File: config.mk
export PLATFORM = sky130hd
export DESIGN_NAME = id_ex_stage_flat
export DESIGN_NICKNAME = d
export VERILOG_FILES = /design/src/rtl/id_ex_if.sv /design/src/rtl/id_ex_stage.sv /design/src/flat_wrapper.sv
export SDC_FILE = /design/constraint.sdc
export NUM_CORES = 1
export LEC_CHECK = 0
export CAP_MARGIN = 20
export CORE_UTILIZATION = 39
export CTS_CLUSTER_DIAMETER = 60
export CTS_CLUSTER_SIZE = 20
export DETAILED_ROUTE_END_ITERATION = 10
export PLACE_DENSITY = 0.8
export RECOVER_POWER = 50
export SLEW_MARGIN = 10
export SYNTH_ARGS = -nofsm -noshare
export SYNTH_HDL_FRONTEND = slang
export SYNTH_SLANG_ARGS = --single-unit
File: constraint.sdc
create_clock -name i_clk -period 5.8 [get_ports i_clk]
set_input_delay 0.87 -clock i_clk [delete_from_list [all_inputs] [get_ports i_clk]]
set_output_delay 0.87 -clock i_clk [all_outputs]
set_load 0.02 [all_outputs]
File: src/rtl/id_ex_if.sv
// Decode <-> execute boundary bundle for the ID/EX pipeline register.
// Decode drives the i_* side; the stage returns the registered o_* side.
interface id_ex_if #(
  parameter int XLEN   = 32,
  parameter int CTRL_W = 19
);
  logic              i_valid;
  logic [XLEN-1:0]   i_pc;
  logic [XLEN-1:0]   i_rs1_data;
  logic [XLEN-1:0]   i_rs2_data;
  logic [XLEN-1:0]   i_imm;
  logic [4:0]        i_rs1_addr;
  logic [4:0]        i_rs2_addr;
  logic [4:0]        i_rd_addr;
  logic              i_mem_read;
  logic [CTRL_W-1:0] i_ctrl;
  logic              i_flush;
  logic              i_ex_stall;

  logic              o_stall;
  logic              o_valid;
  logic [XLEN-1:0]   o_pc;
  logic [XLEN-1:0]   o_rs1_data;
  logic [XLEN-1:0]   o_rs2_data;
  logic [XLEN-1:0]   o_imm;
  logic [4:0]        o_rs1_addr;
  logic [4:0]        o_rs2_addr;
  logic [4:0]        o_rd_addr;
  logic              o_mem_read;
  logic [CTRL_W-1:0] o_ctrl;

  modport master (
    output i_valid, i_pc, i_rs1_data, i_rs2_data, i_imm,
    output i_rs1_addr, i_rs2_addr, i_rd_addr,
    output i_mem_read, i_ctrl, i_flush, i_ex_stall,
    input  o_stall, o_valid, o_pc, o_rs1_data, o_rs2_data,
    input  o_imm, o_rs1_addr, o_rs2_addr, o_rd_addr,
    input  o_mem_read, o_ctrl
  );

  modport slave (
    input  i_valid, i_pc, i_rs1_data, i_rs2_data, i_imm,
    input  i_rs1_addr, i_rs2_addr, i_rd_addr,
    input  i_mem_read, i_ctrl, i_flush, i_ex_stall,
    output o_stall, o_valid, o_pc, o_rs1_data, o_rs2_data,
    output o_imm, o_rs1_addr, o_rs2_addr, o_rd_addr,
    output o_mem_read, o_ctrl
  );
endinterface

File: src/rtl/id_ex_stage.sv
// ID/EX pipeline register with load-use bubble, flush and
// execute back-pressure hold.
module id_ex_stage #(
  parameter int XLEN   = 32,
  parameter int CTRL_W = 19
) (
  input logic   i_clk,
  input logic   i_rst,
  id_ex_if.slave bus
);
  logic              valid_q, valid_d;
  logic              mem_read_q, mem_read_d;
  logic [CTRL_W-1:0] ctrl_q, ctrl_d;
  logic [XLEN-1:0]   pc_q, pc_d;
  logic [XLEN-1:0]   rs1_data_q, rs1_data_d;
  logic [XLEN-1:0]   rs2_data_q, rs2_data_d;
  logic [XLEN-1:0]   imm_q, imm_d;
  logic [4:0]        rs1_addr_q, rs1_addr_d;
  logic [4:0]        rs2_addr_q, rs2_addr_d;
  logic [4:0]        rd_addr_q, rd_addr_d;
  logic              hazard;
  logic              rd_hit;

  // Load in EX whose rd feeds the instruction sitting in decode.
  always_comb begin
    rd_hit = (rd_addr_q == bus.i_rs1_addr) |
             (rd_addr_q == bus.i_rs2_addr);
    hazard = valid_q & mem_read_q & (rd_addr_q != 5'd0) &
             bus.i_valid & rd_hit;
  end

  assign bus.o_stall = (hazard | bus.i_ex_stall) &
                       ~bus.i_flush & ~i_rst;

  always_comb begin
    valid_d    = valid_q;
    mem_read_d = mem_read_q;
    ctrl_d     = ctrl_q;
    pc_d       = pc_q;
    rs1_data_d = rs1_data_q;
    rs2_data_d = rs2_data_q;
    imm_d      = imm_q;
    rs1_addr_d = rs1_addr_q;
    rs2_addr_d = rs2_addr_q;
    rd_addr_d  = rd_addr_q;
    priority case (1'b1)
      bus.i_flush: begin
        valid_d    = 1'b0;
        mem_read_d = 1'b0;
        ctrl_d     = '0;
      end
      bus.i_ex_stall: begin
      end
      hazard: begin
        valid_d    = 1'b0;
        mem_read_d = 1'b0;
        ctrl_d     = '0;
      end
      default: begin
        valid_d    = bus.i_valid;
        mem_read_d = bus.i_valid & bus.i_mem_read;
        ctrl_d     = bus.i_valid ? bus.i_ctrl : '0;
        pc_d       = bus.i_pc;
        rs1_data_d = bus.i_rs1_data;
        rs2_data_d = bus.i_rs2_data;
        imm_d      = bus.i_imm;
        rs1_addr_d = bus.i_rs1_addr;
        rs2_addr_d = bus.i_rs2_addr;
        rd_addr_d  = bus.i_rd_addr;
      end
    endcase
  end

  always_ff @(posedge i_clk or posedge i_rst) begin
    if (i_rst) begin
      valid_q    <= 1'b0;
      mem_read_q <= 1'b0;
      ctrl_q     <= '0;
      pc_q       <= '0;
      rs1_data_q <= '0;
      rs2_data_q <= '0;
      imm_q      <= '0;
      rs1_addr_q <= '0;
      rs2_addr_q <= '0;
      rd_addr_q  <= '0;
    end else begin
      valid_q    <= valid_d;
      mem_read_q <= mem_read_d;
      ctrl_q     <= ctrl_d;
      pc_q       <= pc_d;
      rs1_data_q <= rs1_data_d;
      rs2_data_q <= rs2_data_d;
      imm_q      <= imm_d;
      rs1_addr_q <= rs1_addr_d;
      rs2_addr_q <= rs2_addr_d;
      rd_addr_q  <= rd_addr_d;
    end
  end

  assign bus.o_valid    = valid_q;
  assign bus.o_mem_read = mem_read_q;
  assign bus.o_ctrl     = ctrl_q;
  assign bus.o_pc       = pc_q;
  assign bus.o_rs1_data = rs1_data_q;
  assign bus.o_rs2_data = rs2_data_q;
  assign bus.o_imm      = imm_q;
  assign bus.o_rs1_addr = rs1_addr_q;
  assign bus.o_rs2_addr = rs2_addr_q;
  assign bus.o_rd_addr  = rd_addr_q;
endmodule

File: src/flat_wrapper.sv
// flat-port wrapper written by rule: the top's interface ports become plain ports
module id_ex_stage_flat 
#(
  parameter int XLEN   = 32,
  parameter int CTRL_W = 19
)
  (i_clk, i_rst, bus_i_valid, bus_i_pc, bus_i_rs1_data, bus_i_rs2_data, bus_i_imm, bus_i_rs1_addr, bus_i_rs2_addr, bus_i_rd_addr, bus_i_mem_read, bus_i_ctrl, bus_i_flush, bus_i_ex_stall, bus_o_stall, bus_o_valid, bus_o_pc, bus_o_rs1_data, bus_o_rs2_data, bus_o_imm, bus_o_rs1_addr, bus_o_rs2_addr, bus_o_rd_addr, bus_o_mem_read, bus_o_ctrl);
  id_ex_if #(.XLEN(XLEN), .CTRL_W(CTRL_W)) bus_i ();
  input logic i_clk;
  input logic i_rst;
  input wire logic [$bits(bus_i.i_valid)-1:0] bus_i_valid;
  input wire logic [$bits(bus_i.i_pc)-1:0] bus_i_pc;
  input wire logic [$bits(bus_i.i_rs1_data)-1:0] bus_i_rs1_data;
  input wire logic [$bits(bus_i.i_rs2_data)-1:0] bus_i_rs2_data;
  input wire logic [$bits(bus_i.i_imm)-1:0] bus_i_imm;
  input wire logic [$bits(bus_i.i_rs1_addr)-1:0] bus_i_rs1_addr;
  input wire logic [$bits(bus_i.i_rs2_addr)-1:0] bus_i_rs2_addr;
  input wire logic [$bits(bus_i.i_rd_addr)-1:0] bus_i_rd_addr;
  input wire logic [$bits(bus_i.i_mem_read)-1:0] bus_i_mem_read;
  input wire logic [$bits(bus_i.i_ctrl)-1:0] bus_i_ctrl;
  input wire logic [$bits(bus_i.i_flush)-1:0] bus_i_flush;
  input wire logic [$bits(bus_i.i_ex_stall)-1:0] bus_i_ex_stall;
  output wire logic [$bits(bus_i.o_stall)-1:0] bus_o_stall;
  output wire logic [$bits(bus_i.o_valid)-1:0] bus_o_valid;
  output wire logic [$bits(bus_i.o_pc)-1:0] bus_o_pc;
  output wire logic [$bits(bus_i.o_rs1_data)-1:0] bus_o_rs1_data;
  output wire logic [$bits(bus_i.o_rs2_data)-1:0] bus_o_rs2_data;
  output wire logic [$bits(bus_i.o_imm)-1:0] bus_o_imm;
  output wire logic [$bits(bus_i.o_rs1_addr)-1:0] bus_o_rs1_addr;
  output wire logic [$bits(bus_i.o_rs2_addr)-1:0] bus_o_rs2_addr;
  output wire logic [$bits(bus_i.o_rd_addr)-1:0] bus_o_rd_addr;
  output wire logic [$bits(bus_i.o_mem_read)-1:0] bus_o_mem_read;
  output wire logic [$bits(bus_i.o_ctrl)-1:0] bus_o_ctrl;
  assign bus_i.i_valid = bus_i_valid;
  assign bus_i.i_pc = bus_i_pc;
  assign bus_i.i_rs1_data = bus_i_rs1_data;
  assign bus_i.i_rs2_data = bus_i_rs2_data;
  assign bus_i.i_imm = bus_i_imm;
  assign bus_i.i_rs1_addr = bus_i_rs1_addr;
  assign bus_i.i_rs2_addr = bus_i_rs2_addr;
  assign bus_i.i_rd_addr = bus_i_rd_addr;
  assign bus_i.i_mem_read = bus_i_mem_read;
  assign bus_i.i_ctrl = bus_i_ctrl;
  assign bus_i.i_flush = bus_i_flush;
  assign bus_i.i_ex_stall = bus_i_ex_stall;
  assign bus_o_stall = bus_i.o_stall;
  assign bus_o_valid = bus_i.o_valid;
  assign bus_o_pc = bus_i.o_pc;
  assign bus_o_rs1_data = bus_i.o_rs1_data;
  assign bus_o_rs2_data = bus_i.o_rs2_data;
  assign bus_o_imm = bus_i.o_imm;
  assign bus_o_rs1_addr = bus_i.o_rs1_addr;
  assign bus_o_rs2_addr = bus_i.o_rs2_addr;
  assign bus_o_rd_addr = bus_i.o_rd_addr;
  assign bus_o_mem_read = bus_i.o_mem_read;
  assign bus_o_ctrl = bus_i.o_ctrl;
  id_ex_stage #(.XLEN(XLEN), .CTRL_W(CTRL_W)) u_core (.i_clk(i_clk), .i_rst(i_rst), .bus(bus_i));
endmodule
After elaboration in Yosys (flattened, before gate mapping):

Cells that the tools add are included.

* bits in registers: 164
* output and inout port bits: 165
* word-level logic and storage cells: 38

* equal/unequal tests: 3
* mux-type cells: 10
* bitwise gates (word level): 13
* reduce and logical (&&, ||, !) cells: 2

Operators with widths (number)
* 19-bit 2-to-1 mux: 4
* 5-bit equality test: 2
* 1-bit bitwise AND: 7
* 1-bit 2-to-1 mux: 6
* 5-bit nonzero test: 1
* 1-bit NOT: 4
* 3-bit AND reduction: 1
* 2-bit != test, second input constant: 1
* 1-bit bitwise OR: 2

Logic depth before layout (Yosys ltp):

Gate-level depths: netlist of run 1.

* word-level depth: 7
* mapped depth: 7
* depth with buffers taken out: 5

Worst setup path before layout of run 1:

Ideal clock, no wire load.

* kind: in2out
* from: in bus_i_rs2_addr[4]
* to: out bus_o_stall
* arrival time: 2060 ps
* data required time: 4930 ps
* slack: 2870 ps
* stages: 5
* path buffers: 0
* path through: xnor2_1 > nand3_1 > o22ai_1 > nand2_1 > a211oi_1

* cells in the longest elaborated chain, start to end: 6

RTL lines
* from (decl): line flat_wrapper.sv:17 `input wire logic [$bits(bus_i.i_rs2_addr)-1:0] bus_i_rs2_addr;`
* 5-bit equality test: line id_ex_stage.sv:27 `(rd_addr_q == bus.i_rs2_addr);`
* 1-bit bitwise OR: line id_ex_stage.sv:26 `rd_hit = (rd_addr_q == bus.i_rs1_addr) |`
* 1-bit bitwise AND: line id_ex_stage.sv:29 `bus.i_valid & rd_hit;`
* 1-bit bitwise OR: line id_ex_stage.sv:32 `assign bus.o_stall = (hazard | bus.i_ex_stall) &`
* 1-bit bitwise AND: line id_ex_stage.sv:32
* 1-bit bitwise AND: line id_ex_stage.sv:33 `~bus.i_flush & ~i_rst;`
* to (decl): line flat_wrapper.sv:23 `output wire logic [$bits(bus_i.o_stall)-1:0] bus_o_stall;`

Every way passes these cells.

Worst setup path after layout of run 1:

* from: in bus_i_rs1_addr[0]
* to: out bus_o_stall

* cells in the longest elaborated chain, start to end: 6

RTL lines
* from (decl): line flat_wrapper.sv:16 `input wire logic [$bits(bus_i.i_rs1_addr)-1:0] bus_i_rs1_addr;`
* 5-bit equality test: line id_ex_stage.sv:26
* 1-bit bitwise OR: line id_ex_stage.sv:26
* 1-bit bitwise AND: line id_ex_stage.sv:29
* 1-bit bitwise OR: line id_ex_stage.sv:32
* 1-bit bitwise AND: line id_ex_stage.sv:32
* 1-bit bitwise AND: line id_ex_stage.sv:33

Every way passes these cells.

==> results_dict.tcl, run 1 <==
set metrics [dict create \
    gp_congestion 0.811 \
    final_area_um2 10400 \
    syn_inst 377 \
    cap_violations 1 \
    async_reset_ff_share_pct 100 \
    ios 333 \
    r2r_start "u_core.bus.o_rd_addr[0]" \
    vdd_ir_drop_max_uv 172 \
    avgViaCountPerCell 4.75 \
    synth_nets 545 \
    vias 4464 \
    path_clk_slew_ns 0.06 \
    initial_core_util_pct 40.4 \
    drt_wl_total_mm 16.6 \
    setup_viol 0 \
    netlist-cell-type-count 22 \
    overflow 0 \
    crit_start "bus_i_rs1_addr[0]" \
    setup-tns-final_ns 0 \
    fin_skew_ns 0.00703 \
    violations "capacitance limit, slew limit" \
    first_pass_iters 3 \
    crit_fanout 4 \
    fillCellCount 1103 \
    clk_latency_ns 0.42 \
    cts_made_buffers 17 \
    critPathKind "primary input to output port" \
    crit_required_ns 4.93 \
    tightest_slew_ns 1.94 \
    relSlewSlack_pct -30.2 \
    hold_start "u_core.bus.o_rs1_data[28]" \
    final_cell_mix "clkdlybuf4s50_1 (210), dfrtp_1 (164), dlygate4sd3_1 (122)" \
    finalNetCount 882 \
    use_met1_pct 23.2 \
    area_growth_pct 67.8 \
    grt_pass1_wl_mm 25.6 \
    finalMaxSlewViolations 43 \
    use_met3_pct 7.18 \
    antenna_found_initial 1 \
    power_leakage_nw 4.35 \
    grt_util_met2_pct 35.6 \
    ys_ff_latch 164 \
    die_x_um 128 \
    syn_area_per_cell_um2 16.5 \
    postCtsSetupRepairBufs 0 \
    port_buffers 332 \
    wl_per_cell_um 17.7 \
    dpl.hpwl_mm 12.3 \
    rows 45 \
    fmax_mhz 243 \
    rsz0062_at_grt "no" \
    seq_area_um2 4100 \
    antenna_left 0 \
    root_buffer "clkbuf_16" \
    min_to "u_core.bus.o_rs1_data[28]" \
    arrival_ns 3.25 \
    final_util_pct 67.8 \
    dp_slack_ns 1.77 \
    ys_warn_count 0 \
    hold_path.class "register to register" \
    synth_flop_cell "dfrtp_1" \
    clk_path_buf_depth 2 \
    die_area_um2 16400 \
    grt_max_degree 144 \
    place_area_um2 9740 \
    finalWorstSetupSlack_ns 1.68 \
    drc_errors 0 \
    syn-cell-area_um2 6210 \
    h-tree-depth 4 \
    multi_input_area_um2 2000 \
    synth_edf_count 0 \
    p_per_area_nw_per_um2 327 \
    synth-seq-area-share_pct 66.1 \
    layout_commonest_cell "clkdlybuf4s50_1" \
    start_kind "primary input" \
    status "finished, violations left" \
    regToRegSetupSlack_ns 3.30 \
    cts_sinks 164 \
    finalCriticalPeriod_ns 4.12 \
    grt_pass1_vias 4798 \
    dr.first_iter.drc_count 114 \
    cts_resized 0 \
    coreArea_um2 15400 \
    reg2regPathDepth 5 \
    hold_viol 0 \
    cts-hold-fix-buffers 0 \
    gr-usage-all-layers_pct 20.8 \
    holdPathStages 1 \
    drive_gt1_share_pct 15.4 \
    cp-end-kind "output port" \
    grt_busiest_layer "met2" \
    period_share_pct 71.0 \
    r2r-end "u_core.bus.o_rs1_addr[0]" \
    tritoncts "yes" \
    die_h_um 128 \
]
routing by layer:
metal / vias up / share of wire [%]
li1: 2031 / -
met1: 2201 / 37
met2: 198 / 52
met3: 34 / 8.4
met4: 0 / 2.7
met5: - / 0
report_power, final:
part	internal [W]	switching [W]
logic	0.000432	0.000384
clock network	0.000771	0.000446
registers	0.00130	0.0000784
metrics by stage:
stage	power, W	hold slack (ns)	cells
floorplan	0.00177	0.609	377
global placement	0.00224	0.466	905
detailed placement	0.00227	0.474	905
CTS	0.00350	0.488	937
global route	0.00356	0.487	939
finish	0.00341	0.478	939
cells in the mapped netlist, types with 2 or more instances:
cell,instances,share of area [%]
nand3_1,3,0.24
nand2_1,4,0.24
buf_2,8,0.64
buf_4,8,0.97
nor2_1,2,0.12
nor2b_1,3,0.30
mux2_2,73,13
a22o_1,17,2.4
mux2_1,70,13
a32o_1,2,0.32
dfrtp_1,164,66
a21oi_1,2,0.16
inv_1,3,0.18
xnor2_1,10,1.4
layout make-up:
class                      count  share of cell area [%]
sequential                   164                    39.4
timing repair buffer         335                    32.4
multi-input combinational    193                    19.2
clock buffer                  22                    4.65
tap                          211                    2.53
clock inverter                10                    1.61
inverter                       3                   0.120
antenna                        1                  0.0240
sequential cells by signal, summed over array words and instances, names as in the netlist:
register / cells
u_core.bus.o_ctrl: 19
u_core.bus.o_pc: 32
u_core.bus.o_rs2_addr: 5
u_core.bus.o_mem_read: 1
u_core.bus.o_rd_addr: 5
u_core.bus.o_rs1_addr: 5
u_core.bus.o_imm: 32
u_core.bus.o_valid: 1
u_core.bus.o_rs2_data: 32
u_core.bus.o_rs1_data: 32
worst max-delay path by stage:
stage | endpoint | slack [ns] | depth (start not counted)
after floorplan | u_core.bus.o_ctrl[0] | 0.50 | 1
after global placement | bus_o_stall | 1.80 | 7
after detailed placement | bus_o_stall | 1.77 | 7
after CTS | bus_o_stall | 1.76 | 7
after global routing | bus_o_stall | 1.50 | 7
final | bus_o_stall | 1.68 | 7
logic make-up after synthesis:
kind of cell / Yosys count / synth area share (%)
compound gates: 26 / 3.61
buf+inv: 20 / 1.85
simple gates: 14 / 1.09
flops: 164 / 66.1
mux: 143 / 25.9
xor+xnor: 10 / 1.41
critical path: stages:
cell and delay (ns):
dlygate4sd3_1 0.57, xnor2_1 0.17, nand3_1 0.09, o22ai_1 0.38, nand2_1 0.20, a211oi_1 0.29, clkdlybuf4s50_1 0.68
Note: power is estimated with default switching activity, not from simulation.
==> inputs of run 2 (changes only) <==
- clock period: 5.8 -> 3.9 ns (I/O delays scaled with it)
==> results_dict.tcl, run 2 (synthesis results as in run 1) <==
set metrics [dict create \
    wl_per_cell_um 19.0 \
    overflow 0 \
    final_cells 940 \
    cap_violations 1 \
    grt_pass1_wl_mm 27.2 \
    tritoncts "yes" \
    first_pass_iters 4 \
    final_util_pct 67.4 \
    antenna_left 0 \
    port_buffers 332 \
    fmax_mhz 281 \
    n_antenna_cell 0 \
    initial_core_util_pct 40.4 \
    root_buffer "clkbuf_16" \
    period_share_pct 91.3 \
    drt_wl_total_mm 17.8 \
    intPower_w 0.00358 \
    layout_commonest_cell "clkdlybuf4s50_1" \
    final_area_um2 10400 \
    cts_resized 0 \
    ios 333 \
    power_leakage_nw 4.30 \
    coreArea_um2 15400 \
    crit_chain "dlygate4sd3_1 > xnor2_1 > nand3_1 > o22ai_1 > nand2_1 > a211oi_1 > clkdlybuf4s50_1" \
    avgViaCountPerCell 4.80 \
    die_area_um2 16400 \
    area_growth_pct 66.8 \
    rows 45 \
    dr.first_iter.drc_count 97 \
    finalNetCount 884 \
    dp.cells 908 \
    gp_congestion 0.794 \
    h-tree-depth 4 \
    path_buf_inv 2 \
    start_kind "primary input" \
    hold_path.class "register to register" \
    cts-hold-fix-buffers 0 \
    tightest_slew_ns 1.62 \
    cp_slowest_cell "clkdlybuf4s50_1" \
    vias 4512 \
    crit_required_ns 3.31 \
    cts_made_buffers 17 \
    cp-end-kind "output port" \
    hold_viol 0 \
    clk_path_buf_depth 2 \
    path_clk_slew_ns 0.06 \
    setup-tns-final_ns 0 \
    finalMaxSlewViolations 36 \
    gr-usage-all-layers_pct 22.2 \
    grt_pass1_vias 4949 \
    drive_gt1_share_pct 15.8 \
    combPwrFrac_pct 25.0 \
    pwr-share-clk_pct 33.7 \
    violations "capacitance limit, slew limit" \
    arrival_ns 2.98 \
    dpl.hpwl_mm 13.3 \
    status "finished, violations left" \
    fillCellCount 1085 \
    rsz0062_at_grt "no" \
    die_x_um 128 \
    drc_errors 0 \
    final_cell_mix "clkdlybuf4s50_1 (249), dfrtp_1 (164), dlygate4sd3_1 (83)" \
    clk_latency_ns 0.41 \
    critPathTopFamily "buffers and inverters" \
    postCtsSetupRepairBufs 0 \
    vdd_ir_drop_max_uv 258 \
    antenna_found_initial 0 \
    finalCriticalPeriod_ns 3.56 \
    die_h_um 128 \
    cts_sinks 164 \
    power_frac_seq_pct 41.3 \
    critPathKind "primary input to output port" \
    hold_ws_ns 0.478 \
    place_area_um2 9770 \
    crit_fanout 4 \
    grt_max_degree 98 \
    switching_share_pct 28.2 \
    setup_viol 0 \
    p_switching_w 0.00140 \
    p_per_area_nw_per_um2 481 \
    crit_path_max_incr_delay_ns 0.67 \
    relSlewSlack_pct -8.78 \
    fin_skew_ns 0.00938 \
]
==> run 2: cell count changes in the layout (fill, tap and decap cells not counted), sizes merged <==
cell           change
clkdlybuf4s50     +39
dlygate4sd3       -39
clkinvlp           +3
bufinv             -2
clkbuf             -1
clkinv             +1
diode              -1
inv                +1
==> run 2: final timing paths <==
kind                                           from                        to  slack [ns]  cells past startpoint
max reg2reg                 u_core.bus.o_rd_addr[0]       u_core.bus.o_pc[15]        1.56                      5
min in group asynchronous                     i_rst   u_core.bus.o_rd_addr[4]        1.04                      2
min                        u_core.bus.o_rs2_data[2]  u_core.bus.o_rs2_data[2]        0.48                      1
min reg2reg                u_core.bus.o_rs2_data[2]  u_core.bus.o_rs2_data[2]        0.48                      1
max in group asynchronous                     i_rst  u_core.bus.o_rs2_data[8]        0.87                      3
max                               bus_i_rs1_addr[0]               bus_o_stall        0.34                      7
==> run 2: layout make-up <==
type	count	area, um^2	area share [%]
clock inverter	13	148	1.43
multi-input combinational	193	2000	19.3
tap	211	264	2.55
sequential	164	4100	39.6
clock buffer	19	453	4.37
timing repair buffer	337	3370	32.6
inverter	3	12.5	0.121
==> run 2: per-stage QoR <==
step | setup WS (ns) | total power, W
final | 0.339 | 0.00498
after global routing | 0.273 | 0.00518
after CTS | 0.452 | 0.00508
after detailed placement | 0.453 | 0.00339
after global placement | 0.496 | 0.00335
after floorplan | 1.23 | 0.00264
==> run 2: power groups by stage <==
stage | Sequential (W) | Combinational (W) | Clock, W
after floorplan | 0.00236 | 0.000279 | 0
after global placement | 0.00207 | 0.00128 | 0
after detailed placement | 0.00209 | 0.00130 | 0
after CTS | 0.00206 | 0.00131 | 0.00171
after global routing | 0.00209 | 0.00131 | 0.00179
final | 0.00206 | 0.00124 | 0.00168
==> run 2: routing by layer <==
metal	GRT usage, %	part of all wire (%)	wire [um]
met2	40.1	53	9390
met4	8.93	2.3	405
met1	24.1	37	6590
met3	7.05	8.0	1430
met5	0	0	0
==> inputs of run 3 (changes only) <==
- HOLD_SLACK_MARGIN: default -> 0.08
==> results of run 3 <==
No change in the layout: final DEF, timing and power equal those of run 2.
